==> src/rtl/seq_cla_adder_pkg.sv <==
// seq_cla_adder_pkg: shared FSM encoding, default sizing and the flattened lookahead carry function.
package seq_cla_adder_pkg;
  typedef enum logic {IDLE = 1'b0, RUN = 1'b1} state_e;
  localparam int DEF_WIDTH = 16;
  localparam int DEF_GROUP = 4;
  localparam int N = DEF_WIDTH / DEF_GROUP;
  localparam int MAX_GROUP = 16;
  function automatic int cnt_w(input int n);
    return n > 1 ? $clog2(n) : 1;
  endfunction
  localparam int CW = cnt_w(N);
  // Each carry is a sum of products over p/g/c0 only, so no carry depends on another carry.
  function automatic logic [MAX_GROUP:0] cla_carries(input logic [MAX_GROUP-1:0] p, input logic [MAX_GROUP-1:0] g, input logic c0);
    logic [MAX_GROUP:0] c;
    logic t;
    c = '0;
    c[0] = c0;
    for (int i = 0; i < MAX_GROUP; i++) begin
      t = c0;
      for (int j = 0; j <= i; j++) t = t & p[j];
      c[i+1] = t;
      for (int j = 0; j <= i; j++) begin
        t = g[j];
        for (int m = j + 1; m <= i; m++) t = t & p[m];
        c[i+1] = c[i+1] | t;
      end
    end
    return c;
  endfunction
endpackage

==> src/rtl/seq_cla_adder_lcu.sv <==
// cla_lcu: combinational GROUP-bit lookahead carry unit with group propagate/generate.
module cla_lcu
  import seq_cla_adder_pkg::*;
#(
  parameter int GROUP = DEF_GROUP
) (
  input  logic [GROUP-1:0] p_i,
  input  logic [GROUP-1:0] g_i,
  input  logic             c0_i,
  output logic [GROUP:1]   c_o,
  output logic             group_p_o,
  output logic             group_g_o
);
  assign c_o       = GROUP'(cla_carries(MAX_GROUP'(p_i), MAX_GROUP'(g_i), c0_i) >> 1);
  assign group_p_o = &p_i;
  assign group_g_o = 1'(cla_carries(MAX_GROUP'(p_i), MAX_GROUP'(g_i), 1'b0) >> GROUP);
endmodule

==> src/rtl/seq_cla_adder.sv <==
// seq_cla_adder: multi-cycle add/subtract resolving one GROUP-bit slice per clock through a lookahead unit.
module seq_cla_adder
  import seq_cla_adder_pkg::*;
#(
  parameter int WIDTH = DEF_WIDTH,
  parameter int GROUP = DEF_GROUP
) (
  input  logic             clk,
  input  logic             rst,
  input  logic             start_i,
  input  logic [WIDTH-1:0] a_i,
  input  logic [WIDTH-1:0] b_i,
  input  logic             cin_i,
  input  logic             sub_i,
  output logic             busy_o,
  output logic             done_o,
  output logic [WIDTH-1:0] sum_o,
  output logic             cout_o,
  output logic             ovf_o
);
  localparam int NS = WIDTH / GROUP;
  localparam int KW = cnt_w(NS);
  state_e state_q, state_d;
  logic [KW-1:0] k_q, k_d;
  logic [WIDTH-1:0] a_q, a_d, b_q, b_d, acc_q, acc_d, sum_q, sum_d, acc_m;
  logic c_q, c_d, cout_q, cout_d, ovf_q, ovf_d, done_q, done_d;
  logic [GROUP-1:0] a_s, b_s, s_s;
  logic [GROUP:1] c_l;
  logic [GROUP:0] cv;
  logic gp, gg, last;
  assign a_s  = GROUP'(a_q >> (int'(k_q) * GROUP));
  assign b_s  = GROUP'(b_q >> (int'(k_q) * GROUP));
  assign cv   = {c_l, c_q};
  // Sum uses XOR of the operands; P is the inclusive OR and would be wrong here.
  assign s_s  = a_s ^ b_s ^ cv[GROUP-1:0];
  assign acc_m = acc_q | (WIDTH'(s_s) << (int'(k_q) * GROUP));
  assign last = k_q == KW'(NS - 1);
  cla_lcu #(.GROUP(GROUP)) u_lcu (
    .p_i      (a_s | b_s),
    .g_i      (a_s & b_s),
    .c0_i     (c_q),
    .c_o      (c_l),
    .group_p_o(gp),
    .group_g_o(gg)
  );
  always_ff @(posedge clk) begin
    if (rst) begin
      state_q <= IDLE;
      k_q     <= '0;
      a_q     <= '0;
      b_q     <= '0;
      acc_q   <= '0;
      sum_q   <= '0;
      c_q     <= 1'b0;
      cout_q  <= 1'b0;
      ovf_q   <= 1'b0;
      done_q  <= 1'b0;
    end else begin
      state_q <= state_d;
      k_q     <= k_d;
      a_q     <= a_d;
      b_q     <= b_d;
      acc_q   <= acc_d;
      sum_q   <= sum_d;
      c_q     <= c_d;
      cout_q  <= cout_d;
      ovf_q   <= ovf_d;
      done_q  <= done_d;
    end
  end
  always_comb begin
    state_d = state_q;
    k_d     = k_q;
    a_d     = a_q;
    b_d     = b_q;
    acc_d   = acc_q;
    sum_d   = sum_q;
    c_d     = c_q;
    cout_d  = cout_q;
    ovf_d   = ovf_q;
    done_d  = 1'b0;
    if (state_q == IDLE) begin
      if (start_i) begin
        state_d = RUN;
        a_d     = a_i;
        b_d     = b_i ^ {WIDTH{sub_i}};
        c_d     = sub_i | cin_i;
        k_d     = '0;
        acc_d   = '0;
      end
    end else begin
      acc_d = acc_m;
      c_d   = gg | (gp & c_q);
      k_d   = last ? '0 : k_q + 1'b1;
      if (last) begin
        sum_d   = acc_m;
        cout_d  = c_l[GROUP];
        ovf_d   = cv[GROUP] ^ cv[GROUP-1];
        done_d  = 1'b1;
        state_d = IDLE;
      end
    end
  end
  assign busy_o = state_q == RUN;
  assign done_o = done_q;
  assign sum_o  = sum_q;
  assign cout_o = cout_q;
  assign ovf_o  = ovf_q;
endmodule

==> config.mk <==
export PLATFORM = sky130hd
export DESIGN_NAME = seq_cla_adder
export DESIGN_NICKNAME = d
export VERILOG_FILES = /design/src/rtl/seq_cla_adder_pkg.sv /design/src/rtl/seq_cla_adder_lcu.sv /design/src/rtl/seq_cla_adder.sv
export SDC_FILE = /design/constraint.sdc
export NUM_CORES = 1
export LEC_CHECK = 0
export CORE_MARGIN = 4
export CORE_UTILIZATION = 35
export DETAILED_ROUTE_END_ITERATION = 6
export PLACE_DENSITY = 0.58
export SETUP_SLACK_MARGIN = 0.5
export SKIP_CTS_REPAIR_TIMING = 1
export SYNTH_ARGS = -nofsm -noshare
export SYNTH_HDL_FRONTEND = slang
export SYNTH_SLANG_ARGS = --single-unit
==> constraint.sdc <==
create_clock -name clk -period 3.7 [get_ports clk]
set_input_delay 0.555 -clock clk [delete_from_list [all_inputs] [get_ports clk]]
set_output_delay 0.555 -clock clk [all_outputs]
set_load 0.02 [all_outputs]
==> flow_metrics.env, run 1 <==
export IMPL_drv_cap=0
export IMPL_postSynthCellCount=372
export IMPL_power_frac_clock_pct=39.5
export IMPL_grtUsageTotal_pct=13.8
export IMPL_ff_latch_area_um2=1420
export IMPL_synth_edf_count=0
export IMPL_switchingPower_mw=0.444
export IMPL_clock_latency_ns=0.35
export IMPL_place_congestion=0.765
export IMPL_grt_pass1_vias=2508
export IMPL_rsz0062_at_grt="no"
export IMPL_fin_crit_ns=2.86
export IMPL_fin_util_pct=46.0
export IMPL_r2r_slack_ns=0.84
export IMPL_grt_pass1_wl_mm=12.2
export IMPL_drive_above_1_share_pct=8.13
export IMPL_cts_inserted_buffers=9
export IMPL_initial_utilization_pct=36.6
export IMPL_setup_tns_ns=0
export IMPL_ys_warn_count=0
export IMPL_dr_pass1_iters=4
export IMPL_worst_pin_slew_ns=0.818
export IMPL_crit_type="flop to flop"
export IMPL_slew_headroom_pct=45.4
export IMPL_synth_seq_cells=71
export IMPL_worstPathCellList="mux4_2 -> inv_1 -> ha_1 -> nor3b_1 -> or4_4 -> a311oi_1 -> nor3_1"
export IMPL_synth_ff_type="dfxtp_1"
export IMPL_power_density_nw_per_um2=431
export IMPL_avgRoutedWirePerCell_um=14.0
export IMPL_clkTransAtPathRegs_ns=0.07
export IMPL_multi_input_area_um2=1660
export IMPL_finalCritPeriodShare_pct=77.2
export IMPL_use_met1_pct=17.9
export IMPL_io_pins=57
export IMPL_synth_avg_cell_area_um2=8.70
export IMPL_ant_nets=0
export IMPL_pwr_share_comb_pct=13.5
export IMPL_use_met2_pct=22.1
export IMPL_fmax_mhz=350
export IMPL_die_area_um2=10900
export IMPL_worst_ep_arrival_time_ns=3.07
export IMPL_end_kind="flop"
export IMPL_port_buffers=56
export IMPL_clock_skew_ns=0.00898
export IMPL_async_flop_share_pct=0
export IMPL_final_cell_mix="dfxtp_1 (71), clkdlybuf4s50_1 (55), nor2_1 (50)"
export IMPL_peakVddDrop_mv=0.155
export IMPL_htree_levels=3
export IMPL_p_int_mw=1.31
export IMPL_synth_area_um2=3240
export IMPL_r2r_start="k_q[0]"
export IMPL_p_sw_share_pct=25.4
export IMPL_crit_path_start="k_q[0]"
export IMPL_crit_path_end="sum_o[10]"
export IMPL_cts_tree="built"
export IMPL_num_vias=2672
export IMPL_grt_max_degree=49
export IMPL_rr_worst_depth=7
export IMPL_die_w_um=104
export IMPL_p_leak_nw=1.47
export IMPL_setup_viol=0
export IMPL_stdcell_area_um2=4070
export IMPL_nFillCells=896
export IMPL_layout_commonest_cell="dfxtp_1"
export IMPL_seqPwrFrac_pct=46.9
export IMPL_drt_wl_total_mm=7.36
export IMPL_cts_root_buffer="clkbuf_8"
export IMPL_die_y_um=104
export IMPL_cts_buffer_depth=2
export IMPL_drtIter0Drc=70
export IMPL_rows=34
export IMPL_stdcell_count=526
export IMPL_antennaDiodeCount=0
export IMPL_status="completed"
export IMPL_core_um2=8850
export IMPL_synthDistinctLibCells=36
export IMPL_hp_class="flop to flop"
export IMPL_hpwl_mm=5.28
export IMPL_finalMaxSlewViolations=0
export IMPL_startpoint_type="flop"
export IMPL_nNetsFinal=460
export IMPL_slowest_delay_ns=0.79
export IMPL_areaGrowthSynthToFinish_pct=25.6
export IMPL_cts_sinks=71
export IMPL_syn_nets=419
export IMPL_antenna_found_initial=0
export IMPL_placed_area_um2=3840
export IMPL_grt_use_met3_pct=4.59
export IMPL_total_power_mw=1.75
export IMPL_yosysSeqAreaShare_pct=43.9
export IMPL_worst_r2r_endpoint="sum_o[10]"
export IMPL_vias_per_cell=5.08
export IMPL_worstPathMaxFanout=13
export IMPL_grt_overflow=0
export IMPL_placed_cells=510
export IMPL_crit_required_ns=3.91
export IMPL_critPathSlowestCell="dfxtp_1"
export IMPL_final_hold_viol_count=0
export IMPL_busiest_layer="met2"
export IMPL_drc=0
[routing by layer]
metal	up-vias	part of all wire [%]
li1	1372	-
met1	1230	48
met2	59	46
met3	11	5.3
met4	0	0.98
met5	-	0
[cell families (layout without fill, tap and decap cells)]
| group | Yosys count | count (layout) | synth area share, % |
|---|---|---|---|
| AO/OA/AOI/OAI | 80 | 80 | 16.8 |
| AND/OR/NAND/NOR | 144 | 144 | 19.6 |
| XOR/XNOR | 17 | 17 | 4.60 |
| multiplexers | 9 | 9 | 5.88 |
| flip-flops | 71 | 71 | 43.9 |
| buffers and inverters | 41 | 87 | 5.10 |
| adder cells (fa/ha/maj) | 10 | 10 | 4.10 |
[area by class of cell]
type	count	area share (%)
well taps	108	3.32
inverters	10	0.923
clock inverters	6	2.06
clock buffers	10	3.38
multi-input cells	260	40.8
repair buffers	61	14.6
flip-flops and latches	71	35.0
[worst min-delay path by stage]
stage | slack (ns) | to | start | cells after the start
detailed placement | 0.45 | a_q[14] | a_q[14] | 2
CTS | 0.46 | a_q[14] | a_q[14] | 2
finish | 0.46 | a_q[14] | a_q[14] | 2
floorplan | 0.43 | a_q[10] | a_q[10] | 2
global route | 0.47 | a_q[4] | a_q[4] | 2
global placement | 0.44 | a_q[11] | a_q[11] | 2
[power groups by stage]
stage	Sequential, mW	Clock [mW]	Combinational, mW
after floorplan	0.826	0	0.169
after global placement	0.841	0	0.234
after detailed placement	0.841	0	0.239
after CTS	0.822	0.707	0.240
after global routing	0.827	0.746	0.265
final	0.822	0.692	0.237
[stage by stage]
stage / setup slack [ns] / hold slack (ns)
floorplan: 1.05 / 0.433
global placement: 0.836 / 0.444
detailed placement: 0.780 / 0.447
CTS: 0.785 / 0.458
global route: 0.659 / 0.473
finish: 0.845 / 0.456
[worst max-delay path, delay by kind of cell (launching register included)]
kind / cells / cell delay (ns)
adder cells (fa/ha/maj): 1 / 0.16
buffers and inverters: 1 / 0.09
AND/OR/NAND/NOR: 3 / 0.66
multiplexers: 1 / 0.65
AO/OA/AOI/OAI: 1 / 0.36
flip-flops: 1 / 0.79
[state kept, by name, indices dropped and copies added (netlist names), 2 cells and up]
| register | count |
|---|---|
| a_q | 16 |
| k_q | 2 |
| sum_o | 16 |
| b_q | 16 |
| acc_q | 16 |
[Yosys cell counts, types with 2 or more instances]
cell,n,area share (%)
a311oi_1,5,1.4
mux4_2,8,5.6
nand3_1,4,0.62
ha_1,9,3.5
o211ai_1,5,1.2
nor2_1,50,5.8
nand2b_1,5,0.97
nor3b_1,2,0.46
a211oi_1,20,4.6
dfxtp_1,71,44
nor2b_1,7,1.4
a31oi_1,5,0.97
buf_2,9,1.4
clkbuf_1,17,2.0
inv_1,10,1.2
a41o_1,4,1.2
a21oi_1,26,4.0
nor3_1,21,3.2
and2_1,2,0.39
nand2_1,48,5.6
buf_1,5,0.58
o21bai_1,2,0.46
o21ai_0,5,0.77
xnor2_1,17,4.6
a32o_1,4,1.2
(Power assumes the default switching activity.)
==> run 2, diff against run 1 <==
clock period = 2.8 ns   (was 3.7 ns; I/O delays follow)
==> run 2 against run 1 <==
Net effect: via count rose by 1.1%; register-to-register slack got worse by 0.38 ns; hold slack improved by 0.0051 ns; worst setup slack got worse by 0.38 ns; non-clock buffer count rose by 12; core utilization rose by 1.7 points; clock power fell by 1%; sequential power rose by 31%; final cell count rose by 2.1%; power rose by 22%; highest routed layer unchanged; critical path depth did not move; cell area rose by 3.8%.
==> flow_metrics.env, run 2 (synthesized netlist as in run 1, its figures left out) <==
export IMPL_status="completed"
export IMPL_vias_per_cell=5.03
export IMPL_drive_above_1_share_pct=15.6
export IMPL_final_cell_mix="dfxtp_1 (69), clkdlybuf4s50_1 (55), nor2_1 (50)"
export IMPL_die_y_um=104
export IMPL_fin_crit_ns=2.33
export IMPL_crit_buf_inv=1
export IMPL_ant_nets=0
export IMPL_antennaDiodeCount=0
export IMPL_cts_root_buffer="clkbuf_8"
export IMPL_num_vias=2702
export IMPL_final_hold_viol_count=0
export IMPL_antenna_found_initial=0
export IMPL_p_sw_share_pct=27.3
export IMPL_drt_wl_total_mm=7.55
export IMPL_setup_tns_ns=0
export IMPL_setup_viol=0
export IMPL_cts_inserted_buffers=9
export IMPL_critPathSlowestCell="mux4_2"
export IMPL_cts_tree="built"
export IMPL_grt_pass1_vias=2531
export IMPL_grtUsageTotal_pct=14.1
export IMPL_pwr_share_comb_pct=17.3
export IMPL_clock_skew_ns=0.0139
export IMPL_place_congestion=0.791
export IMPL_power_density_nw_per_um2=506
export IMPL_die_area_um2=10900
export IMPL_fin_util_pct=47.7
export IMPL_slowest_delay_ns=0.59
export IMPL_cts_sinks=71
export IMPL_seqPwrFrac_pct=50.8
export IMPL_drc=0
export IMPL_fmax_mhz=428
export IMPL_startpoint_type="flop"
export IMPL_hp_class="flop to flop"
export IMPL_p_int_mw=1.55
export IMPL_grt_max_degree=49
export IMPL_initial_utilization_pct=36.6
export IMPL_port_buffers=56
export IMPL_die_w_um=104
export IMPL_crit_type="flop to flop"
export IMPL_worst_pin_slew_ns=0.759
export IMPL_rows=34
export IMPL_power_frac_clock_pct=31.9
export IMPL_end_kind="flop"
export IMPL_nNetsFinal=472
export IMPL_ff_latch_area_um2=1430
export IMPL_hpwl_mm=5.50
export IMPL_worstPathCellList="mux4_2 -> inv_2 -> ha_4 -> nor3b_2 -> or4_4 -> and2_4 -> a32o_1"
export IMPL_dr_pass1_iters=4
export IMPL_finalCritPeriodShare_pct=83.4
export IMPL_worstPathMaxFanout=8
export IMPL_drv_cap=0
export IMPL_grt_overflow=0
export IMPL_worst_ep_arrival_time_ns=2.58
export IMPL_whs_ns=0.461
export IMPL_multi_input_area_um2=1770
export IMPL_cp_top_family="simple AND/OR/NAND/NOR gates"
export IMPL_slew_headroom_pct=49.4
export IMPL_stdcell_area_um2=4220
export IMPL_grt_pass1_wl_mm=12.4
export IMPL_htree_levels=3
export IMPL_layout_commonest_cell="dfxtp_1"
export IMPL_nFillCells=909
export IMPL_finalMaxSlewViolations=0
export IMPL_crit_required_ns=3.05
export IMPL_areaGrowthSynthToFinish_pct=30.3
export IMPL_io_pins=57
export IMPL_placed_area_um2=3900
export IMPL_switchingPower_mw=0.583
export IMPL_cts_buffer_depth=2
export IMPL_avgRoutedWirePerCell_um=14.1
export IMPL_p_leak_nw=1.52
export IMPL_drtIter0Drc=65
export IMPL_peakVddDrop_mv=0.204
export IMPL_clkTransAtPathRegs_ns=0.08
export IMPL_core_um2=8850
export IMPL_rsz0062_at_grt="yes"
export IMPL_clock_latency_ns=0.35
==> run 2: layout make-up <==
type | count | share of cell area, %
tap | 108 | 3.20
sequential | 71 | 33.8
inverter | 10 | 0.890
multi-input combinational | 260 | 42.1
clock buffer | 11 | 3.11
clock inverter | 4 | 0.563
timing repair buffer | 73 | 16.4
==> run 2: layer usage <==
| metal | track usage, % | vias to the layer above | part of all wire [%] |
|---|---|---|---|
| met5 | 0 | - | 0 |
| met4 | 2.85 | 0 | 0.29 |
| met3 | 4.97 | 2 | 4.4 |
| met2 | 24.0 | 52 | 48 |
| met1 | 17.2 | 1245 | 47 |
| li1 | - | 1403 | - |
==> run 2: path summary, 6_finish.rpt <==
kind / depth (start not counted) / start / endpoint / slack, ns
worst max-delay path: 7 / k_q[0] / acc_q[6] / 0.47
worst min-delay path: 2 / a_q[7] / a_q[7] / 0.46
worst max register to register: 7 / k_q[0] / acc_q[6] / 0.47
worst min register to register: 2 / a_q[7] / a_q[7] / 0.46
==> run 2: worst register-to-register path, stage by stage (launching register included) <==
cell and delay (ns):
dfxtp_4 0.42, mux4_2 0.59, inv_2 0.10, ha_4 0.13, nor3b_2 0.04, or4_4 0.54, and2_4 0.19, a32o_1 0.23
==> run 2: power by group through the flow <==
stage                     logic [mW]  clock network (mW)  registers, mW
after detailed placement       0.335                   0           1.11
after global placement         0.329                   0           1.11
final                          0.370               0.682           1.08
after floorplan                0.236                   0           1.09
after CTS                      0.335               0.703           1.09
after global routing           0.407               0.751           1.09
==> run 2: stage by stage <==
step / power [mW] / cells / setup slack [ns]
5_1_grt: 2.25 / 537 / 0.393
3_3_place_gp: 1.44 / 514 / 0.359
3_5_place_dp: 1.44 / 514 / 0.334
2_1_floorplan: 1.33 / 372 / 0.328
6_report: 2.13 / 537 / 0.466
4_1_cts: 2.12 / 529 / 0.338
